[config.mk]
export PLATFORM = sky130hd
export DESIGN_NAME = jop_trace_decoder
export DESIGN_NICKNAME = d
export VERILOG_FILES = /design/src/rtl/jop_trace_decoder.sv
export SDC_FILE = /design/constraint.sdc
export NUM_CORES = 1
export LEC_CHECK = 0
export BUFFER_PORTS_ARGS = -buffer_cell sky130_fd_sc_hd__buf_2
export CORE_UTILIZATION = 58
export CTS_CLUSTER_SIZE = 20
export DETAILED_ROUTE_END_ITERATION = 7
export GPL_TIMING_DRIVEN = 0
export PLACE_DENSITY = 0.86
export SLEW_MARGIN = 40
export SYNTH_ARGS = -nofsm -noshare
export SYNTH_HDL_FRONTEND = slang
export SYNTH_SLANG_ARGS = --single-unit
[constraint.sdc]
create_clock -name clk_i -period 6.09 [get_ports clk_i]
set_clock_uncertainty 0.2 [all_clocks]
set_input_delay 0.609 -clock clk_i [delete_from_list [all_inputs] [get_ports clk_i]]
set_output_delay 0.609 -clock clk_i [all_outputs]
set_load 0.005 [all_outputs]
[src/rtl/jop_trace_decoder.sv]
// Two-stage retirement-trace classifier feeding jop_alarm.
// Flags indirect jumps (JALR, C.JR, C.JALR) and keeps saturating stats.
module jop_trace_decoder #(
  parameter bit          ExcludeReturns = 1'b1,
  parameter bit          CountCalls     = 1'b1,
  parameter int unsigned CntWidth       = 32
) (
  input  logic                clk_i,
  input  logic                rst_ni,
  input  logic                enable_i,
  input  logic                flush_i,
  input  logic                clear_i,
  input  logic                instr_valid_i,
  input  logic [31:0]         instr_i,
  output logic                instr_valid_o,
  output logic                is_ind_jump_o,
  output logic [CntWidth-1:0] ind_jump_cnt_o,
  output logic [CntWidth-1:0] instr_cnt_o
);

  localparam logic [CntWidth-1:0] CntMax = '1;
  localparam logic [CntWidth-1:0] CntOne = CntWidth'(1);

  logic                s1_valid;
  logic [31:0]         s1_instr;
  logic                s2_valid;
  logic                s2_flag;
  logic [CntWidth-1:0] jump_cnt;
  logic [CntWidth-1:0] instr_cnt;

  logic [4:0] rd;
  logic [4:0] rs1;
  logic       is_jalr;
  logic       is_cjump;
  logic       is_call;
  logic       is_ret;
  logic       flag;
  logic       unused_imm;

  // Immediate field of JALR does not affect classification.
  assign unused_imm = ^s1_instr[31:20];

  function automatic logic is_link(input logic [4:0] r);
    return (r == 5'd1) || (r == 5'd5);
  endfunction

  // Decode the S1 word into jump / call / return and the final flag.
  always_comb begin
    rd       = s1_instr[11:7];
    rs1      = s1_instr[19:15];
    is_jalr  = (s1_instr[6:0] == 7'b1100111)
             && (s1_instr[14:12] == 3'b000);
    is_cjump = (s1_instr[1:0] == 2'b10)
             && (s1_instr[15:13] == 3'b100)
             && (s1_instr[6:2] == 5'd0)
             && (rd != 5'd0);
    is_call  = (is_jalr && is_link(rd))
             || (is_cjump && s1_instr[12]);
    is_ret   = !is_call
             && ((is_jalr && rd == 5'd0 && is_link(rs1))
             || (is_cjump && !s1_instr[12] && is_link(rd)));
    flag     = (is_jalr || is_cjump)
             && !(ExcludeReturns && is_ret)
             && !(!CountCalls && is_call);
  end

  // Stage 1: capture the gated strobe and the raw word.
  always_ff @(posedge clk_i or negedge rst_ni) begin
    if (!rst_ni) begin
      s1_valid <= 1'b0;
      s1_instr <= '0;
    end else begin
      s1_valid <= instr_valid_i & enable_i & ~flush_i;
      s1_instr <= instr_i;
    end
  end

  // Stage 2: register the classification; flush kills the S1 entry.
  always_ff @(posedge clk_i or negedge rst_ni) begin
    if (!rst_ni) begin
      s2_valid <= 1'b0;
      s2_flag  <= 1'b0;
    end else begin
      s2_valid <= s1_valid & ~flush_i;
      s2_flag  <= s1_valid & ~flush_i & flag;
    end
  end

  // Saturating stats on emitted entries; clear beats increment.
  always_ff @(posedge clk_i or negedge rst_ni) begin
    if (!rst_ni) begin
      instr_cnt <= '0;
      jump_cnt  <= '0;
    end else if (clear_i) begin
      instr_cnt <= '0;
      jump_cnt  <= '0;
    end else begin
      if (s2_valid && instr_cnt != CntMax)
        instr_cnt <= instr_cnt + CntOne;
      if (s2_valid && s2_flag && jump_cnt != CntMax)
        jump_cnt <= jump_cnt + CntOne;
    end
  end

  assign instr_valid_o  = s2_valid;
  assign is_ind_jump_o  = s2_valid & s2_flag;
  assign ind_jump_cnt_o = jump_cnt;
  assign instr_cnt_o    = instr_cnt;

endmodule

==> impl_metrics.py, run 1 <==
metrics = {
    "final_layout": {
        "drive_gt1_share_pct": 24.2,
        "fin_util_pct": 73.1,
        "nets": 576,
        "num_antenna_cells": 0,
        "syn2layout_area_growth_pct": 19.0,
    },
    "timing": {
        "rsz0062_at_grt": "false",
        "fin_ws_ns": 3.45,
        "period_share_pct": 43.3,
        "fin_tns_setup_ns": 0,
        "worstMarginPinSlew_ns": 0.840,
        "min_period_ns": 2.64,
        "hold_viol_final": 0,
        "setup_violations": 0,
        "fmax_mhz": 379,
        "timing.final.max_slew_violations": 0,
        "relSlewSlack_pct": 43.5,
    },
    "synthesis": {
        "ys_seq_area_share_pct": 50.5,
        "yosysUniqueCellTypes": 49,
        "yosysTopAreaCellShare_pct": 50.5,
        "synth-edff-count": 0,
        "synth_ff_type": "dfrtp_1",
        "synthesis.nets": 473,
        "synth_cells": 433,
        "yosys.area.top_type": "dfrtp_1",
        "syn_area_sq_um": 4270,
        "yosysWarnings": 0,
        "synth_area_per_cell_sq_um": 9.85,
        "synth_async_sr_flop_share_pct": 100,
        "ys_ff_latch": 86,
        "ys_top_cells_by_area": "dfrtp_1 50%, a21oi_1 4.8%, or3_1 3.8%",
    },
    "setup_path": {
        "start_kind": "flip-flop",
        "crit_chain": "ha_1 > and3_1 > nor4b_2 > a31o_2 > buf_2 > buf_4 > mux2i_1 > nor2_1",
        "required_ns": 6.12,
        "cp-end-kind": "flip-flop",
        "crit_type": "flip-flop to flip-flop",
        "crit_path_max_incr_delay_ns": 0.49,
        "r2r-start": "instr_cnt_o[0]",
        "setup.worst_path.end": "instr_cnt_o[1]",
        "worstPathMaxFanout": 10,
        "ff2ff_path_depth": 8,
        "rr_endpoint": "instr_cnt_o[1]",
        "critPathArrivalTime_ns": 2.67,
        "cp-startpoint": "instr_cnt_o[0]",
        "cp_slowest_cell": "dfrtp_1",
        "r2r_slack_ns": 3.45,
    },
    "die": {
        "dieArea_sq_um": 7700,
        "io_pins": 104,
        "dieHeight_microns": 87.8,
        "start_util_pct": 61.4,
        "fp-row-count": 30,
        "fp.dieW_microns": 87.8,
        "core_area_sq_um": 6940,
    },
    "clock_network": {
        "cts_buffers": 9,
        "clk-insertion-delay-late_ns": 0.36,
        "root_buffer": "clkbuf_8",
        "numClockSinks": 86,
        "clk_pin_slew_ns": 0.10,
        "cts_max_path_buffers": 2,
        "cts_resized": 0,
        "cts_max_level": 3,
        "cts_tree": "yes",
    },
    "pwr": {
        "irDropWorstVdd_v": 0.000151,
        "p_int_uw": 752,
        "power_density_nw_per_um2": 201,
        "swShare_pct": 26.3,
        "p_switching_uw": 268,
        "leakage_nw": 2.23,
        "seq_power_share_pct": 56.9,
        "combPwrFrac_pct": 3.9,
        "p_clk_share_pct": 39.2,
    },
    "routing": {
        "via_per_inst": 6.22,
        "drt-met1-wl_mm": 4.34,
        "wl_per_cell_microns": 16.4,
        "routed_wl_mm": 10.5,
        "drt_iter0_drc": 379,
        "vias": 3961,
        "firstDrtPassIters": 5,
        "postRouteAntennaNets": 0,
        "wl_met2_mm": 5.13,
        "top_layer_used": "met4",
        "drc": 0,
        "wl_met3_microns": 875,
    },
    "placed_design": {
        "place_hpwl_mm": 7.42,
        "portBuffers": 90,
        "place_ws_ns": 3.50,
        "place_congestion": 0.868,
    },
    "global_routing": {
        "track_usage_pct": 29.1,
        "antenna_found_initial": 0,
        "grt_pass1_wl_mm": 17.3,
        "grt_max_degree": 49,
        "grt.overflow.total": 0,
        "grt_pass1_vias": 3646,
    },
    "run_status": {
        "status": "finished clean",
    },
    "job": {
        "maxCapViolations": 0,
    },
    "hold_path": {
        "hp-class": "primary input to flip-flop",
    },
}
worst min path at each step:
| stage | from | end | slack, ns | cells after the start |
|---|---|---|---|---|
| after global routing | instr_i[2] | s1_instr[2] | 0.13 | 1 |
| after global placement | s1_instr[14] | s2_flag | 0.19 | 1 |
| after detailed placement | s1_instr[14] | s2_flag | 0.21 | 1 |
| after CTS | instr_i[15] | s1_instr[15] | 0.13 | 1 |
| final | instr_i[15] | s1_instr[15] | 0.15 | 1 |
| after floorplan | rst_ni | ind_jump_cnt_o[0] | 0.11 | 0 |
power by group through the flow:
stage	clock (mW)	sequential [mW]	combinational (mW)
after CTS	0.405	0.581	0.0404
after global routing	0.426	0.582	0.0442
final	0.400	0.581	0.0396
after global placement	0	0.592	0.0364
after detailed placement	0	0.592	0.0398
after floorplan	0	0.591	0.0122
metal layers:
| metal | vias to the layer above | track usage [%] |
|---|---|---|
| met1 | 1909 | 38.5 |
| met5 | - | 0 |
| met4 | 0 | 10.7 |
| li1 | 1835 | - |
| met2 | 199 | 46.9 |
| met3 | 18 | 6.69 |
flip-flops by register name, summed over array words and instances, names as in the netlist:
signal          count
s1_valid            1
s1_instr           19
s2_flag             1
ind_jump_cnt_o     32
instr_valid_o       1
instr_cnt_o        32
cell families (layout without fill, tap and decap cells):
| kind of cell | after synthesis | after routing | synth area share, % |
|---|---|---|---|
| buf+inv | 23 | 131 | 2.49 |
| flops | 86 | 86 | 50.5 |
| mux | 11 | 11 | 3.11 |
| fa+ha+maj | 2 | 2 | 0.587 |
| compound gates | 95 | 95 | 13.1 |
| xor+xnor | 10 | 10 | 2.05 |
| simple gates | 206 | 206 | 28.2 |
worst max-delay path: cells and delay by family, from the launching register on:
kind | cells | cell delay (ns)
buf+inv | 2 | 0.44
simple gates | 3 | 0.63
compound gates | 1 | 0.30
mux | 1 | 0.19
flops | 1 | 0.49
fa+ha+maj | 1 | 0.25
cell usage after synthesis (3+ instances only):
cell type	number
o21ai_0	15
nor4b_1	3
buf_2	4
nor2b_1	10
a211oi_1	3
inv_1	8
nand4_1	24
a31oi_1	3
o31ai_1	17
o21ai_1	10
mux2_1	4
nor3_1	7
mux2_4	3
or3_1	26
and2_1	3
nand2_1	30
or2_2	3
clkbuf_1	8
xor2_1	4
nor2_1	32
nor4_1	9
or4_1	19
nand3_1	18
and3_1	7
dfrtp_1	86
xnor2_1	6
a21oi_1	41
placed cells by master (no fill, tap or decap), types with 4 or more instances in the layout:
cell / synthesis / layout
nor3_1: 7 / 7
o21ai_1: 10 / 10
xnor2_1: 6 / 6
nand3_1: 18 / 18
nor4_1: 9 / 9
or4_1: 19 / 19
or3_1: 26 / 26
buf_2: 4 / 93
nor2b_1: 10 / 10
clkbuf_1: 8 / 8
xor2_1: 4 / 4
mux2_1: 4 / 4
dfrtp_1: 86 / 86
and3_1: 7 / 7
nand4_1: 24 / 24
nor2_1: 32 / 32
a21oi_1: 41 / 41
nand2_1: 30 / 30
clkbuf_8: 0 / 9
inv_1: 8 / 8
o21ai_0: 15 / 15
o31ai_1: 17 / 17
stage by stage:
step / hold WS, ns / instances / power [mW] / cell area, sq um
after floorplan: 0.113 / 433 / 0.604 / 4270
after global placement: 0.186 / 619 / 0.628 / 4840
after detailed placement: 0.207 / 620 / 0.632 / 4870
after CTS: 0.132 / 637 / 1.03 / 5080
after global routing: 0.126 / 637 / 1.05 / 5080
final: 0.147 / 637 / 1.02 / 5080
final cells by class:
type	count	area [sq um]
inverter	8	30.0
sequential	86	2150
fill	528	1870
clock inverter	7	72.6
clock buffer	9	124
tap	96	120
buffer	15	76.3
multi-input combinational	324	2010
timing repair buffer	92	494
what timing repair did:
action,in CTS,in global routing
hold buffers,1,0
hold endpoints to repair,38,0
setup buffers,0,0
No activity file was read; power rests on OpenSTA's default activity.
==> run 2: changes to the inputs <==
--- a/config.mk
+++ b/config.mk
@@ -5,12 +5,13 @@
 export SDC_FILE = /design/constraint.sdc
 export NUM_CORES = 1
 export LEC_CHECK = 0
+export ABC_AREA = 1
 export BUFFER_PORTS_ARGS = -buffer_cell sky130_fd_sc_hd__buf_2
-export CORE_UTILIZATION = 58
+export CORE_UTILIZATION = 50
 export CTS_CLUSTER_SIZE = 20
 export DETAILED_ROUTE_END_ITERATION = 7
 export GPL_TIMING_DRIVEN = 0
-export PLACE_DENSITY = 0.86
+export PLACE_DENSITY = 0.77
 export SLEW_MARGIN = 40
 export SYNTH_ARGS = -nofsm -noshare
 export SYNTH_HDL_FRONTEND = slang
==> constraint.sdc (replaced) <==
create_clock -name clk_i -period 2.4 [get_ports clk_i]
set_clock_uncertainty 0.2 [all_clocks]
set_input_delay 0.24 -clock clk_i [delete_from_list [all_inputs] [get_ports clk_i]]
set_output_delay 0.24 -clock clk_i [all_outputs]
set_load 0.005 [all_outputs]
==> run 2 against run 1 <==
  * Largest power group unchanged
  * Flip-flop and latch count stayed put
  * Count of clock-buffer cells in the layout is 2 higher
  * Die area is 36% higher
  * Fmax is 17% higher
  * Register-to-register slack worse by 3.3 ns
  * Design area is 21% higher
  * Power grew to 2.6 times the previous value
  * Hold slack worse by 0.069 ns
  * Via count is 32% higher
  * Wire length is 41% higher
==> impl_metrics.py, run 2 <==
metrics = {
    "run_status": {
        "status": "finished clean",
    },
    "die": {
        "start_util_pct": 51.5,
        "fp-row-count": 36,
        "io_pins": 104,
        "core_area_sq_um": 9770,
        "dieArea_sq_um": 10500,
        "fp.dieW_microns": 102,
        "dieHeight_microns": 102,
    },
    "synthesis": {
        "synthXorXnorAreaFrac_pct": 3.31,
        "yosysWarnings": 0,
        "synth_most_common_cell": "nand2_1",
        "yosys.area_share.adder_pct": 0.497,
        "yosys.area.top_type": "dfrtp_1",
        "ys_top_cells_by_area": "dfrtp_1 43%, nand2_1 23%, nor2_1 9.2%",
        "syn_area_sq_um": 5030,
        "yosysTopAreaCellShare_pct": 42.8,
        "synth_simple_gate_area_share_pct": 46.3,
        "synthesis.nets": 777,
        "synth_async_sr_flop_share_pct": 100,
        "ys_top_cells_by_count": "314 x nand2_1, 123 x nor2_1, 86 x dfrtp_1",
        "synth_area_per_cell_sq_um": 6.83,
        "synth-compound-area-share_pct": 1.02,
        "synth_top_family_by_area": "simple AND/OR/NAND/NOR gates",
        "synth-edff-count": 0,
        "synth_mux_area_share_pct": 0,
        "synth_cells": 737,
        "yosysUniqueCellTypes": 28,
        "ys_seq_area_share_pct": 42.8,
        "synth_ff_type": "dfrtp_1",
        "ys_ff_latch": 86,
    },
    "routing": {
        "drt_iter0_drc": 284,
        "drc": 0,
        "wl_per_cell_microns": 14.8,
        "drt-met1-wl_mm": 6.17,
        "firstDrtPassIters": 5,
        "vias": 5221,
        "via_per_inst": 5.23,
        "routed_wl_mm": 14.8,
        "wl_met3_microns": 894,
        "postRouteAntennaNets": 0,
        "wl_met2_mm": 7.16,
        "top_layer_used": "met4",
    },
    "global_routing": {
        "track_usage_pct": 30.5,
        "grt_max_degree": 49,
        "antenna_found_initial": 0,
        "grt_pass1_vias": 4959,
        "grt.overflow.total": 0,
        "grt_pass1_wl_mm": 23.7,
    },
    "setup_path": {
        "cp-end-kind": "flip-flop",
        "rr_endpoint": "ind_jump_cnt_o[28]",
        "critPathArrivalTime_ns": 2.38,
        "r2r-start": "ind_jump_cnt_o[0]",
        "required_ns": 2.51,
        "worstPathMaxFanout": 10,
        "r2r_slack_ns": 0.14,
        "start_kind": "flip-flop",
        "ff2ff_path_depth": 9,
        "crit_type": "flip-flop to flip-flop",
    },
    "pwr": {
        "leakage_nw": 3.08,
        "seq_power_share_pct": 54.6,
        "p_switching_uw": 661,
        "power_density_nw_per_um2": 441,
        "swShare_pct": 24.5,
        "p_int_mw": 2.04,
        "irDropWorstVdd_v": 0.000314,
        "p_total_mw": 2.70,
        "p_clk_share_pct": 39.4,
        "combPwrFrac_pct": 6.1,
    },
    "placed_design": {
        "place_area_sq_um": 5680,
        "place_congestion": 0.916,
        "place_hpwl_mm": 10.8,
        "portBuffers": 90,
        "place_ws_ns": -0.130,
    },
    "final_layout": {
        "num_antenna_cells": 0,
        "drive_gt1_share_pct": 16.5,
        "syn2layout_area_growth_pct": 21.5,
        "fill_cells": 971,
        "layout_common_cells": "314 x nand2_1, 123 x nor2_1, 91 x buf_2, 85 x dfrtp_1, 54 x inv_1",
        "fin_area_sq_um": 6120,
        "nets": 902,
        "regArea_sq_um": 2150,
        "final_common_cell": "nand2_1",
        "multi_input_area_sq_um": 2570,
    },
    "timing": {
        "hold_slack_ns": 0.0781,
        "fmax_mhz": 442,
        "rsz0062_at_grt": "false",
        "timing.final.max_slew_violations": 0,
        "hold_viol_final": 0,
        "fin_ws_ns": 0.138,
        "relSlewSlack_pct": 55.4,
        "worstMarginPinSlew_ns": 0.669,
        "setup_violations": 0,
        "min_period_ns": 2.26,
        "period_share_pct": 94.2,
    },
    "hold_path": {
        "hp-class": "primary input to flip-flop",
        "holdPathStages": 4,
        "hold_end": "ind_jump_cnt_o[0]",
        "hold_start": "clear_i",
    },
    "clock_network": {
        "root_buffer": "clkbuf_8",
        "cts_max_path_buffers": 2,
        "clk-insertion-delay-late_ns": 0.38,
        "cts_buffers": 9,
        "cts_max_level": 3,
        "clk_pin_slew_ns": 0.09,
        "cts_tree": "yes",
        "numClockSinks": 86,
    },
    "job": {
        "maxCapViolations": 0,
    },
}
## run 2: per-stage QoR
step | utilization, % | TNS, ns | std cells
6_report | 62.6 | 0 | 999
5_1_grt | 62.6 | 0 | 999
4_1_cts | 62.5 | 0 | 998
3_5_place_dp | 58.2 | -1.69 | 961
3_3_place_gp | 57.8 | -1.21 | 960
2_1_floorplan | - | 0 | 737
## run 2: layout make-up
class	count	area share [%]
clock buffers	11	2.31
repair buffers	114	11.6
plain buffers	16	1.66
flip-flops and latches	86	35.2
inverters	56	3.50
well taps	133	2.72
clock inverters	4	0.900
multi-input cells	579	42.1
## run 2: routing by layer
layer,track usage [%],vias to the layer above
met1,37.4,2418
met2,52.0,203
li1,-,2560
met5,0,-
met4,15.2,0
met3,4.99,40
## run 2: power groups by stage
| stage | registers, mW | clock network (mW) | logic (mW) |
|---|---|---|---|
| final | 1.47 | 1.06 | 0.163 |
| after global placement | 1.50 | 0 | 0.126 |
| after global routing | 1.47 | 1.15 | 0.180 |
| after CTS | 1.47 | 1.09 | 0.163 |
| after detailed placement | 1.50 | 0 | 0.136 |
| after floorplan | 1.50 | 0 | 0.0535 |
## run 2: how the worst max path moves through the flow
| stage | start | endpoint | slack, ns |
|---|---|---|---|
| CTS | instr_cnt_o[0] | instr_cnt_o[9] | 0.01 |
| finish | ind_jump_cnt_o[0] | ind_jump_cnt_o[28] | 0.14 |
| detailed placement | ind_jump_cnt_o[0] | ind_jump_cnt_o[28] | -0.13 |
| global route | ind_jump_cnt_o[1] | ind_jump_cnt_o[5] | 0.003 |
| floorplan | ind_jump_cnt_o[0] | ind_jump_cnt_o[10] | 0.39 |
| global placement | ind_jump_cnt_o[0] | ind_jump_cnt_o[25] | -0.10 |
## run 2: kinds of logic (layout without fill, tap and decap cells)
group           Yosys count  after routing
fa+ha+maj                 2              2
compound gates            8              8
simple gates            550            550
flops                    86             86
buf+inv                  72            201
xor+xnor                 19             19
## run 2: timing repair
item                       in CTS  in global routing
setup endpoints to repair      28                 49
setup buffers                   0                  1
hold endpoints to repair      107                  0
gates resized for setup         3                  5
hold buffers                   22                  0
## run 2: worst max-delay path: stages (launching register included)
cell      delay, ns
dfrtp_2        0.43
ha_2           0.23
inv_1          0.10
nor2_4         0.07
nand2_4        0.09
nor2_4         0.05
a21oi_1        0.42
clkbuf_2       0.36
nand4_1        0.14
nand2_1        0.10
